`config.mk`:
```
export PLATFORM = sky130hd
export DESIGN_NAME = fmul_issue_flat
export DESIGN_NICKNAME = d
export VERILOG_FILES = /design/src/rtl/fpu_pkg.sv /design/src/rtl/fmul_issue_if.sv /design/src/rtl/fmul_req_fifo.sv /design/src/rtl/fmul_issue.sv /design/src/flat_wrapper.sv
export SDC_FILE = /design/constraint.sdc
export NUM_CORES = 1
export LEC_CHECK = 0
export CORE_MARGIN = 2
export CORE_UTILIZATION = 52
export CTS_BUF_LIST = sky130_fd_sc_hd__clkbuf_4
export CTS_CLUSTER_SIZE = 10
export DETAILED_ROUTE_END_ITERATION = 8
export GPL_TIMING_DRIVEN = 0
export PLACE_DENSITY = 0.82
export SLEW_MARGIN = 20
export SYNTH_ARGS = -nofsm -noshare
export SYNTH_HDL_FRONTEND = slang
export SYNTH_SLANG_ARGS = --single-unit
```
`constraint.sdc`:
```
create_clock -name clk -period 6.85 [get_ports clk]
set_clock_uncertainty 0.05 [all_clocks]
set_input_delay 1.37 -clock clk [delete_from_list [all_inputs] [get_ports clk]]
set_output_delay 1.37 -clock clk [all_outputs]
set_load 0.02 [all_outputs]
```
`src/rtl/fpu_pkg.sv`:
```
// fpu_pkg -- shared FPU definitions for the fmul issue stage.
//   issue_state_e : IDLE / ISSUE / WAIT sequencing of the multiplier.
//   Float fields  : sign 1, exponent 8, mantissa 23.
//   EXP_ONES      : exponent field of Inf/NaN.
//   FLAG_OVF/UDF  : bit positions inside res_flags ({overflow, underflow}).
package fpu_pkg;
  localparam int SIGN_W = 1;
  localparam int EXP_W  = 8;
  localparam int MAN_W  = 23;
  localparam int FLT_W  = SIGN_W + EXP_W + MAN_W;

  localparam logic [EXP_W-1:0] EXP_ONES = '1;

  localparam int FLAG_OVF = 1;
  localparam int FLAG_UDF = 0;
  localparam int FLAG_W   = 2;

  typedef enum logic [1:0] {
    IDLE  = 2'd0,
    ISSUE = 2'd1,
    WAIT  = 2'd2
  } issue_state_e;

  function automatic logic [EXP_W-1:0] f_exp(input logic [FLT_W-1:0] f);
    return f[FLT_W-2 -: EXP_W];
  endfunction
endpackage

```
`src/rtl/fmul_issue_if.sv`:
```
// fmul_issue_if -- bundle of the three handshakes around fmul_issue.
//   req_* : dispatch -> issue (valid/ready), operands + tag
//   res_* : issue -> writeback (valid/ready), product + tag (+ flags)
//   mul_* : issue <-> fmul core (start pulse / done pulse)
// Modports: slave = fmul_issue side, master = surrounding FPU side.
// res_flags exists only when FMUL_ISSUE_FLAGS_EN is defined.
interface fmul_issue_if #(parameter int TAG_W = 5);
  import fpu_pkg::*;

  logic             req_valid;
  logic             req_ready;
  logic [FLT_W-1:0] req_x1;
  logic [FLT_W-1:0] req_x2;
  logic [TAG_W-1:0] req_tag;

  logic             res_valid;
  logic             res_ready;
  logic [FLT_W-1:0] res_y;
  logic [TAG_W-1:0] res_tag;
`ifdef FMUL_ISSUE_FLAGS_EN
  logic [FLAG_W-1:0] res_flags;
`endif

  logic [FLT_W-1:0] mul_x1;
  logic [FLT_W-1:0] mul_x2;
  logic             mul_ready;
  logic             mul_valid;
  logic [FLT_W-1:0] mul_y;

  modport slave (
    input  req_valid, req_x1, req_x2, req_tag,
    output req_ready,
    output res_valid, res_y, res_tag,
`ifdef FMUL_ISSUE_FLAGS_EN
    output res_flags,
`endif
    input  res_ready,
    output mul_x1, mul_x2, mul_ready,
    input  mul_valid, mul_y
  );

  modport master (
    output req_valid, req_x1, req_x2, req_tag,
    input  req_ready,
    input  res_valid, res_y, res_tag,
`ifdef FMUL_ISSUE_FLAGS_EN
    input  res_flags,
`endif
    output res_ready,
    input  mul_x1, mul_x2, mul_ready,
    output mul_valid, mul_y
  );
endinterface

```
`src/rtl/fmul_req_fifo.sv`:
```
// fmul_req_fifo -- small synchronous FIFO holding pending multiply requests.
//   clk, rstn (sync, active low)
//   i_push/i_din : write; ignored while full, even if a pop happens the
//                  same cycle (full is judged on the registered pointers)
//   i_pop/o_dout : read; o_dout shows the head combinationally
//   o_full/o_empty
// Pointers carry one extra wrap bit so full and empty are distinguishable.
module fmul_req_fifo #(
  parameter int WIDTH = 69,
  parameter int DEPTH = 2
) (
  input  logic             clk,
  input  logic             rstn,
  input  logic             i_push,
  input  logic [WIDTH-1:0] i_din,
  input  logic             i_pop,
  output logic [WIDTH-1:0] o_dout,
  output logic             o_full,
  output logic             o_empty
);
  localparam int AW = (DEPTH > 1) ? $clog2(DEPTH) : 1;

  logic [WIDTH-1:0] r_mem [DEPTH];
  logic [AW:0]      r_wptr, r_rptr;
  logic             w_push, w_pop;

  assign o_empty = (r_wptr == r_rptr);
  assign o_full  = (r_wptr[AW] != r_rptr[AW]) && (r_wptr[AW-1:0] == r_rptr[AW-1:0]);
  assign w_push  = i_push && !o_full;
  assign w_pop   = i_pop && !o_empty;
  assign o_dout  = r_mem[r_rptr[AW-1:0]];

  always_ff @(posedge clk) begin
    if (!rstn) begin
      r_wptr <= '0;
      r_rptr <= '0;
    end else begin
      if (w_push) r_wptr <= r_wptr + 1'b1;
      if (w_pop)  r_rptr <= r_rptr + 1'b1;
    end
  end

  // Storage needs no reset: entries are only read after being written.
  always_ff @(posedge clk) begin
    if (w_push) r_mem[r_wptr[AW-1:0]] <= i_din;
  end
endmodule

```
`src/rtl/fmul_issue.sv`:
```
// fmul_issue -- issue/collect stage in front of the single-precision fmul.
//   clk, rstn (sync, active low)
//   bus (fmul_issue_if.slave):
//     req_*  tagged requests into a QDEPTH-entry queue, req_ready = !full
//     mul_*  operands held in the operand register, one-cycle mul_ready start,
//            product taken on mul_valid
//     res_*  product + tag held in the result register until res_ready
// Optional: define FMUL_ISSUE_FLAGS_EN to add res_flags {overflow, underflow}.
// A new issue only starts once the result register is (or is becoming) free,
// so a capture can never collide with an unread result.
module fmul_issue
  import fpu_pkg::*;
#(
  parameter int TAG_W  = 5,
  parameter int QDEPTH = 2
) (
  input logic          clk,
  input logic          rstn,
  fmul_issue_if.slave  bus
);
  localparam int ENT_W = 2*FLT_W + TAG_W;

  issue_state_e     r_state, w_state_nxt;
  logic             w_pop, w_full, w_empty, w_slot_free, w_capture;
  logic [ENT_W-1:0] w_head;
  logic [FLT_W-1:0] r_x1, r_x2, r_y;
  logic [TAG_W-1:0] r_tag, r_res_tag;
  logic             r_res_valid;

  fmul_req_fifo #(.WIDTH(ENT_W), .DEPTH(QDEPTH)) u_fifo (
    .clk     (clk),
    .rstn    (rstn),
    .i_push  (bus.req_valid),
    .i_din   ({bus.req_x1, bus.req_x2, bus.req_tag}),
    .i_pop   (w_pop),
    .o_dout  (w_head),
    .o_full  (w_full),
    .o_empty (w_empty)
  );

  assign bus.req_ready = !w_full;
  assign w_slot_free   = !r_res_valid || bus.res_ready;

  always_ff @(posedge clk) begin
    if (!rstn) r_state <= IDLE;
    else       r_state <= w_state_nxt;
  end

  always_comb begin
    w_state_nxt = r_state;
    w_pop       = 1'b0;
    w_capture   = 1'b0;
    unique case (r_state)
      IDLE: if (!w_empty && w_slot_free) begin
        w_pop       = 1'b1;
        w_state_nxt = ISSUE;
      end
      ISSUE: w_state_nxt = WAIT;
      // fmul always answers; staying here on a missing done is only a guard.
      WAIT: if (bus.mul_valid) begin
        w_capture   = 1'b1;
        w_state_nxt = IDLE;
      end
      default: w_state_nxt = IDLE;
    endcase
  end

  // Loaded only on pop, so operands stay frozen through ISSUE and WAIT.
  always_ff @(posedge clk) begin
    if (!rstn)      {r_x1, r_x2, r_tag} <= '0;
    else if (w_pop) {r_x1, r_x2, r_tag} <= w_head;
  end

  always_ff @(posedge clk) begin
    if (!rstn) begin
      r_res_valid <= 1'b0;
      r_y         <= '0;
      r_res_tag   <= '0;
    end else if (w_capture) begin
      r_res_valid <= 1'b1;
      r_y         <= bus.mul_y;
      r_res_tag   <= r_tag;
    end else if (bus.res_ready) begin
      r_res_valid <= 1'b0;
    end
  end

`ifdef FMUL_ISSUE_FLAGS_EN
  logic [FLAG_W-1:0] r_flags;

  always_ff @(posedge clk) begin
    if (!rstn) begin
      r_flags <= '0;
    end else if (w_capture) begin
      r_flags[FLAG_OVF] <= (f_exp(bus.mul_y) == EXP_ONES);
      r_flags[FLAG_UDF] <= (bus.mul_y[FLT_W-2:0] == '0) &&
                           (f_exp(r_x1) != '0) && (f_exp(r_x2) != '0);
    end
  end

  assign bus.res_flags = r_flags;
`endif

  assign bus.res_valid = r_res_valid;
  assign bus.res_y     = r_y;
  assign bus.res_tag   = r_res_tag;
  assign bus.mul_x1    = r_x1;
  assign bus.mul_x2    = r_x2;
  assign bus.mul_ready = (r_state == ISSUE);
endmodule

```
`src/flat_wrapper.sv`:
```
// flat-port wrapper written by rule: the top's interface ports become plain ports
module fmul_issue_flat import fpu_pkg::*;
#(
  parameter int TAG_W  = 5,
  parameter int QDEPTH = 2
)
  (clk, rstn, bus_req_valid, bus_req_x1, bus_req_x2, bus_req_tag, bus_req_ready, bus_res_valid, bus_res_y, bus_res_tag, bus_res_ready, bus_mul_x1, bus_mul_x2, bus_mul_ready, bus_mul_valid, bus_mul_y);
  fmul_issue_if #(.TAG_W(TAG_W)) bus_i ();
  input logic clk;
  input logic rstn;
  input wire logic [$bits(bus_i.req_valid)-1:0] bus_req_valid;
  input wire logic [$bits(bus_i.req_x1)-1:0] bus_req_x1;
  input wire logic [$bits(bus_i.req_x2)-1:0] bus_req_x2;
  input wire logic [$bits(bus_i.req_tag)-1:0] bus_req_tag;
  output wire logic [$bits(bus_i.req_ready)-1:0] bus_req_ready;
  output wire logic [$bits(bus_i.res_valid)-1:0] bus_res_valid;
  output wire logic [$bits(bus_i.res_y)-1:0] bus_res_y;
  output wire logic [$bits(bus_i.res_tag)-1:0] bus_res_tag;
  input wire logic [$bits(bus_i.res_ready)-1:0] bus_res_ready;
  output wire logic [$bits(bus_i.mul_x1)-1:0] bus_mul_x1;
  output wire logic [$bits(bus_i.mul_x2)-1:0] bus_mul_x2;
  output wire logic [$bits(bus_i.mul_ready)-1:0] bus_mul_ready;
  input wire logic [$bits(bus_i.mul_valid)-1:0] bus_mul_valid;
  input wire logic [$bits(bus_i.mul_y)-1:0] bus_mul_y;
  assign bus_i.req_valid = bus_req_valid;
  assign bus_i.req_x1 = bus_req_x1;
  assign bus_i.req_x2 = bus_req_x2;
  assign bus_i.req_tag = bus_req_tag;
  assign bus_req_ready = bus_i.req_ready;
  assign bus_res_valid = bus_i.res_valid;
  assign bus_res_y = bus_i.res_y;
  assign bus_res_tag = bus_i.res_tag;
  assign bus_i.res_ready = bus_res_ready;
  assign bus_mul_x1 = bus_i.mul_x1;
  assign bus_mul_x2 = bus_i.mul_x2;
  assign bus_mul_ready = bus_i.mul_ready;
  assign bus_i.mul_valid = bus_mul_valid;
  assign bus_i.mul_y = bus_mul_y;
  fmul_issue #(.TAG_W(TAG_W), .QDEPTH(QDEPTH)) u_core (.clk(clk), .rstn(rstn), .bus(bus_i));
endmodule
```
* Word level (Yosys, flattened, before mapping)
Memory sizes are Yosys's and may differ from the RTL's. A register that Yosys moved wholly into a read port is not among the register bits.
Cells that the tools add are included.
** Storage, ports and cells
- Bits in registers :: 44
- RAM bits :: 138
- Input bits :: 106
- Output and inout port bits :: 104
- Logic and storage cells :: 39
- Memories kept :: 1
** Cells by class
- $add $sub $neg :: 2
- Eq/ne operators :: 7
- Mux-type cells :: 11
- Reductions and logical operators :: 12
** Memory list
- u_core.u_fifo.r_mem :: depth 2, width 69, read ports 1, clocked after memory_dff 1, wr ports 1, RTL line fmul_req_fifo.sv:23 : logic [WIDTH-1:0] r_mem [DEPTH];
** Operators with widths (number)
- $mux 1 :: 8
- $pmux 2 s3 :: 1
- $add 2x1->2 const B :: 2
- $logic_and 1x1->1 :: 4
- $logic_not 1->1 :: 4
- $mux 2 :: 2
- $eq 2x1->1 const B :: 1
- $eq 2x2->1 :: 1
- $eq 2x2->1 const B :: 1
- $logic_not 2->1 :: 1
- $ne 2x1->1 const B :: 1
- $ne 2x2->1 const B :: 1
- $reduce_and 2->1 :: 1
- $reduce_bool 2->1 :: 1
- $eq 1x1->1 :: 1
- $logic_or 1x1->1 :: 1
- $ne 1x1->1 :: 1

* Logic depth before layout (Yosys ltp)
- Depth after elaboration :: 6
- Mapped depth :: 5
- Depth with buffers taken out :: 3

* By module
A second synthesis with hierarchy kept.
** Second synthesis, totals
- Cells, all modules :: 719
- Area total of the unflattened synthesis :: 9555.4 um^2
** Modules (own cells, without submodules)
- fmul_req_fifo :: times used 1, cells an instance 247, area an instance 5236.3 um^2, seq. area each 4244.1 um^2
- fmul_issue :: times used 1, cells an instance 472, area an instance 4319.1 um^2, seq. area each 2182.1 um^2

* Worst setup path before layout
Ideal clock, no wire load.
- Path kind :: input to register
- Start point :: in bus_req_valid
- End point :: mem u_core.u_fifo.r_mem[1][0] (enable)
- Setup time :: 0.522 ns
- Arrival :: 4.845 ns
- Required time :: 6.278 ns
- Path slack :: 1.433 ns
- Cell stages on the path :: 2
- Buffers on the path :: 0
- Cells stage by stage :: nand2_1 > a21oi_1
** Between the ends
- Cells in the longest elaborated chain, start to end :: 3
** RTL lines
- start, declared :: RTL line flat_wrapper.sv:11 : input wire logic [$bits(bus_i.req_valid)-1:0] bus_req_valid;
- $logic_and 1x1->1 :: RTL line fmul_req_fifo.sv:29 : assign w_push = i_push && !o_full;
- $mux 1 :: RTL line fmul_req_fifo.sv:45 : if (w_push) r_mem[r_wptr[AW-1:0]] <= i_din;
- $mux 1 (not written as such) :: RTL line fmul_req_fifo.sv:45
- end, declared :: RTL line fmul_req_fifo.sv:23
Every way passes these cells.

* Final worst setup path
- Start point :: reg u_core.u_fifo.r_wptr[1]
- End point :: out bus_req_ready
** Between the ends
- Cells in the longest elaborated chain, start to end :: 3
** RTL lines
- start, declared :: RTL line fmul_req_fifo.sv:24 : logic [AW:0] r_wptr, r_rptr;
- start signal, assigned :: RTL line fmul_req_fifo.sv:38 : if (w_push) r_wptr <= r_wptr + 1'b1;
- $ne 1x1->1 :: RTL line fmul_req_fifo.sv:28 : assign o_full = (r_wptr[AW] != r_rptr[AW]) && (r_wptr[AW-1:0] == r_rptr[AW-1:0]);
- $logic_and 1x1->1 :: RTL line fmul_req_fifo.sv:28
- $logic_not 1->1 :: RTL line fmul_issue.sv:41 : assign bus.req_ready = !w_full;
- end, declared :: RTL line flat_wrapper.sv:15 : output wire logic [$bits(bus_i.req_ready)-1:0] bus_req_ready;
Every way passes these cells.

==> impl_metrics.ini <==
[run_status]
status = complete, no violations

[sta]
fmax_ghz = 0.2894
slew_headroom = 0.4747
holdWs_ns = 0.4020
setup_slack_ns = 3.395
fin_crit_sh = 0.5044
rsz0062_at_grt = no
min_period_ns = 3.455
finalMaxSlewViolations = 0
worst_slew_pin_slew_ns = 0.7862
setup_viol = 0
fin_tns_setup_ns = 0
hold_violations = 0

[detailed_routing]
wl_met3_mm = 1.980
wl_per_cell_um = 15.87
drt_pass1_iterations = 4
drt-total-wl_mm = 20.08
wl_met2_mm = 10.03
wl_met1_mm = 7.655
top_layer_used = met4
drc = 0
via_count = 6282
viasPerCell = 4.966
postRouteAntennaNets = 0
drt_iter0_drc = 178

[floorplanning]
num_rows = 48
die_h_um = 137.7
die_x_um = 137.7
ios = 210
initial_core_util = 0.5341
die_area_mm2 = 0.01897
core_mm2 = 0.01742

[global_routing]
grt-ovfl-total = 0
grt_antenna_before_repair = 0
grt_max_degree = 39
grt_pass1_wl_mm = 30.45
grtUsageTotal = 0.2105
first_global_vias = 6317

[yosys]
synth_nets = 823
synth_ff_type = edfxtp_1
yosysUniqueCellTypes = 27
async_reset_ff_frac = 0
synth_area_per_cell_um2 = 12.97
synth_top_area_cell = edfxtp_1
synth_area_mm2 = 0.009301
netlist_instances = 717
yosysTopAreaCellShare = 0.4455
synthTopCellsByArea = edfxtp_1 45%, dfxtp_1 24%, nand2_1 8.8%
yosysSeqAreaShare = 0.6887
ys_ff_latch = 251
yosys_warnings = 0
synth_edf_count = 138

[clocking]
numCtsBuffers = 60
path_clk_slew_ns = 0.07
cts-hold-fix-buffers = 0
cts_buffer_depth = 3
htree_levels = 2
postCtsSetupBuffers = 0
cts.sink_count = 251
cts_tree = done
clock_latency_ns = 0.66
cts_resized = 0
root_buffer = clkbuf_4

[critical_path]
reg2reg_depth = 6
r2r_end = u_core.u_fifo.r_mem[1][66]
startpoint = u_core.u_fifo.r_wptr[1]
max_stage_delay_ns = 0.57
crit_family = buffers and inverters
rrSetupSlack_ns = 4.48
path_max_fanout = 4
end_kind = primary output
r2r-start = u_core.u_fifo.r_rptr[0]
cp-start-kind = flop
crit_buf_inv = 1
cp.required_ns = 5.43
critPathSlowestCell = clkdlybuf4s50_1
cp.arrival_ns = 2.04
path_cells = xor2_1, nand2_1, clkdlybuf4s50_1
path_class = flop to primary output

[finish]
nets = 1098
syn_to_final_growth_pct = 35.23
post-route-util = 0.7222
drive_gt1_frac = 0.1798
antennaDiodeCount = 0

[worst_hold_path]
min_path_cells = 2
hp-class = flop to flop
hold_end = u_core.bus.res_y[23]
hold_start = u_core.bus.res_y[23]

[place]
numPortBuffers = 209
dp.final_hpwl_mm = 13.86
place_congestion = 0.7484
pre_cts_ws_ns = 3.273

[job]
maxCapViolations = 0

[power]
p_leak_nw = 4.767
ir_drop_v = 0.0002539
powerDensity_mw_per_mm2 = 412.2
==> worst max path at each step <==
stage	end	slack (ns)	cells after the start
3_5_place_dp	u_core.u_fifo.r_mem[1][20]	3.27	6
2_1_floorplan	u_core.u_fifo.r_mem[1][0]	1.43	2
4_1_cts	bus_req_ready	3.33	3
3_3_place_gp	u_core.u_fifo.r_wptr[1]	-1.22	4
6_report	bus_req_ready	3.39	3
5_1_grt	bus_req_ready	3.24	3
==> synth_stat cells (3+ instances only) <==
library cell,number
edfxtp_1,138
clkbuf_1,24
a21oi_1,38
nor2_1,5
inv_1,3
buf_6,7
nand2_1,219
dfxtp_1,113
buf_2,9
mux2_2,69
mux2i_1,72
==> through the flow <==
stage / std cells / power (mW) / instance area (um2)
global placement: 1151 / 3.980 / 11670
finish: 1265 / 5.185 / 12580
global route: 1265 / 5.460 / 12580
floorplan: 717 / 3.281 / 9301
detailed placement: 1155 / 4.029 / 11790
CTS: 1265 / 5.249 / 12580
==> logic make-up after synthesis <==
family                 synth area share
multiplexers                     0.1610
AND/OR/NAND/NOR                 0.09699
XOR/XNOR                       0.002825
flip-flops                       0.6887
buffers and inverters           0.02583
AO/OA/AOI/OAI                   0.02462
==> flip-flops by register name, indices dropped and copies added (netlist names) <==
signal,count
u_core.u_fifo.r_mem,138
u_core.bus.mul_x1,32
u_core.bus.mul_x2,32
u_core.bus.res_y,32
u_core.bus.res_tag,5
u_core.r_tag,5
u_core.r_state,2
u_core.u_fifo.r_rptr,2
u_core.u_fifo.r_wptr,2
u_core.bus.res_valid,1
==> layout make-up <==
cell class,instances,area [um2]
Sequential cell,251,6406
Fill cell,1202,4838
Multi-Input combinational cell,420,2669
Timing Repair Buffer,213,2195
Clock buffer,91,683.2
Tap cell,225,281.5
Buffer,43,229.0
Clock inverter,19,103.9
Inverter,3,11.26
==> tightest hold or removal path, delay by kind of cell (launching register included) <==
family          cells  cell delay [ns]
flops               1             0.31
simple gates        1             0.05
compound gates      1             0.05
==> power by group <==
| part | switching (mW) | internal, mW |
|---|---|---|
| clock | 0.558 | 0.644 |
| sequential | 0.168 | 1.98 |
| combinational | 0.931 | 0.908 |
==> cells in the final DEF, fill, tap and decap left out, drive strengths merged <==
master,instances
a2111oi,1
a211o,1
a21boi,1
a21oi,38
and2,1
and3b,1
buf,23
bufinv,1
clkbuf,115
clkdlybuf4s50,209
clkinv,17
dfxtp,113
edfxtp,138
inv,4
mux2,69
mux2i,72
nand2,219
nand2b,2
nand3b,1
nor2,5
nor2b,2
nor3b,1
o2111ai,1
o21ai,1
or2,1
xnor2,2
xor2,1
==> layer usage <==
layer / GRT usage / vias to the layer above
met3: 0.07616 / 30
met1: 0.2250 / 2934
met2: 0.3748 / 237
met5: 0 / -
met4: 0.08957 / 0
li1: - / 3081
(Power assumes the default switching activity.)
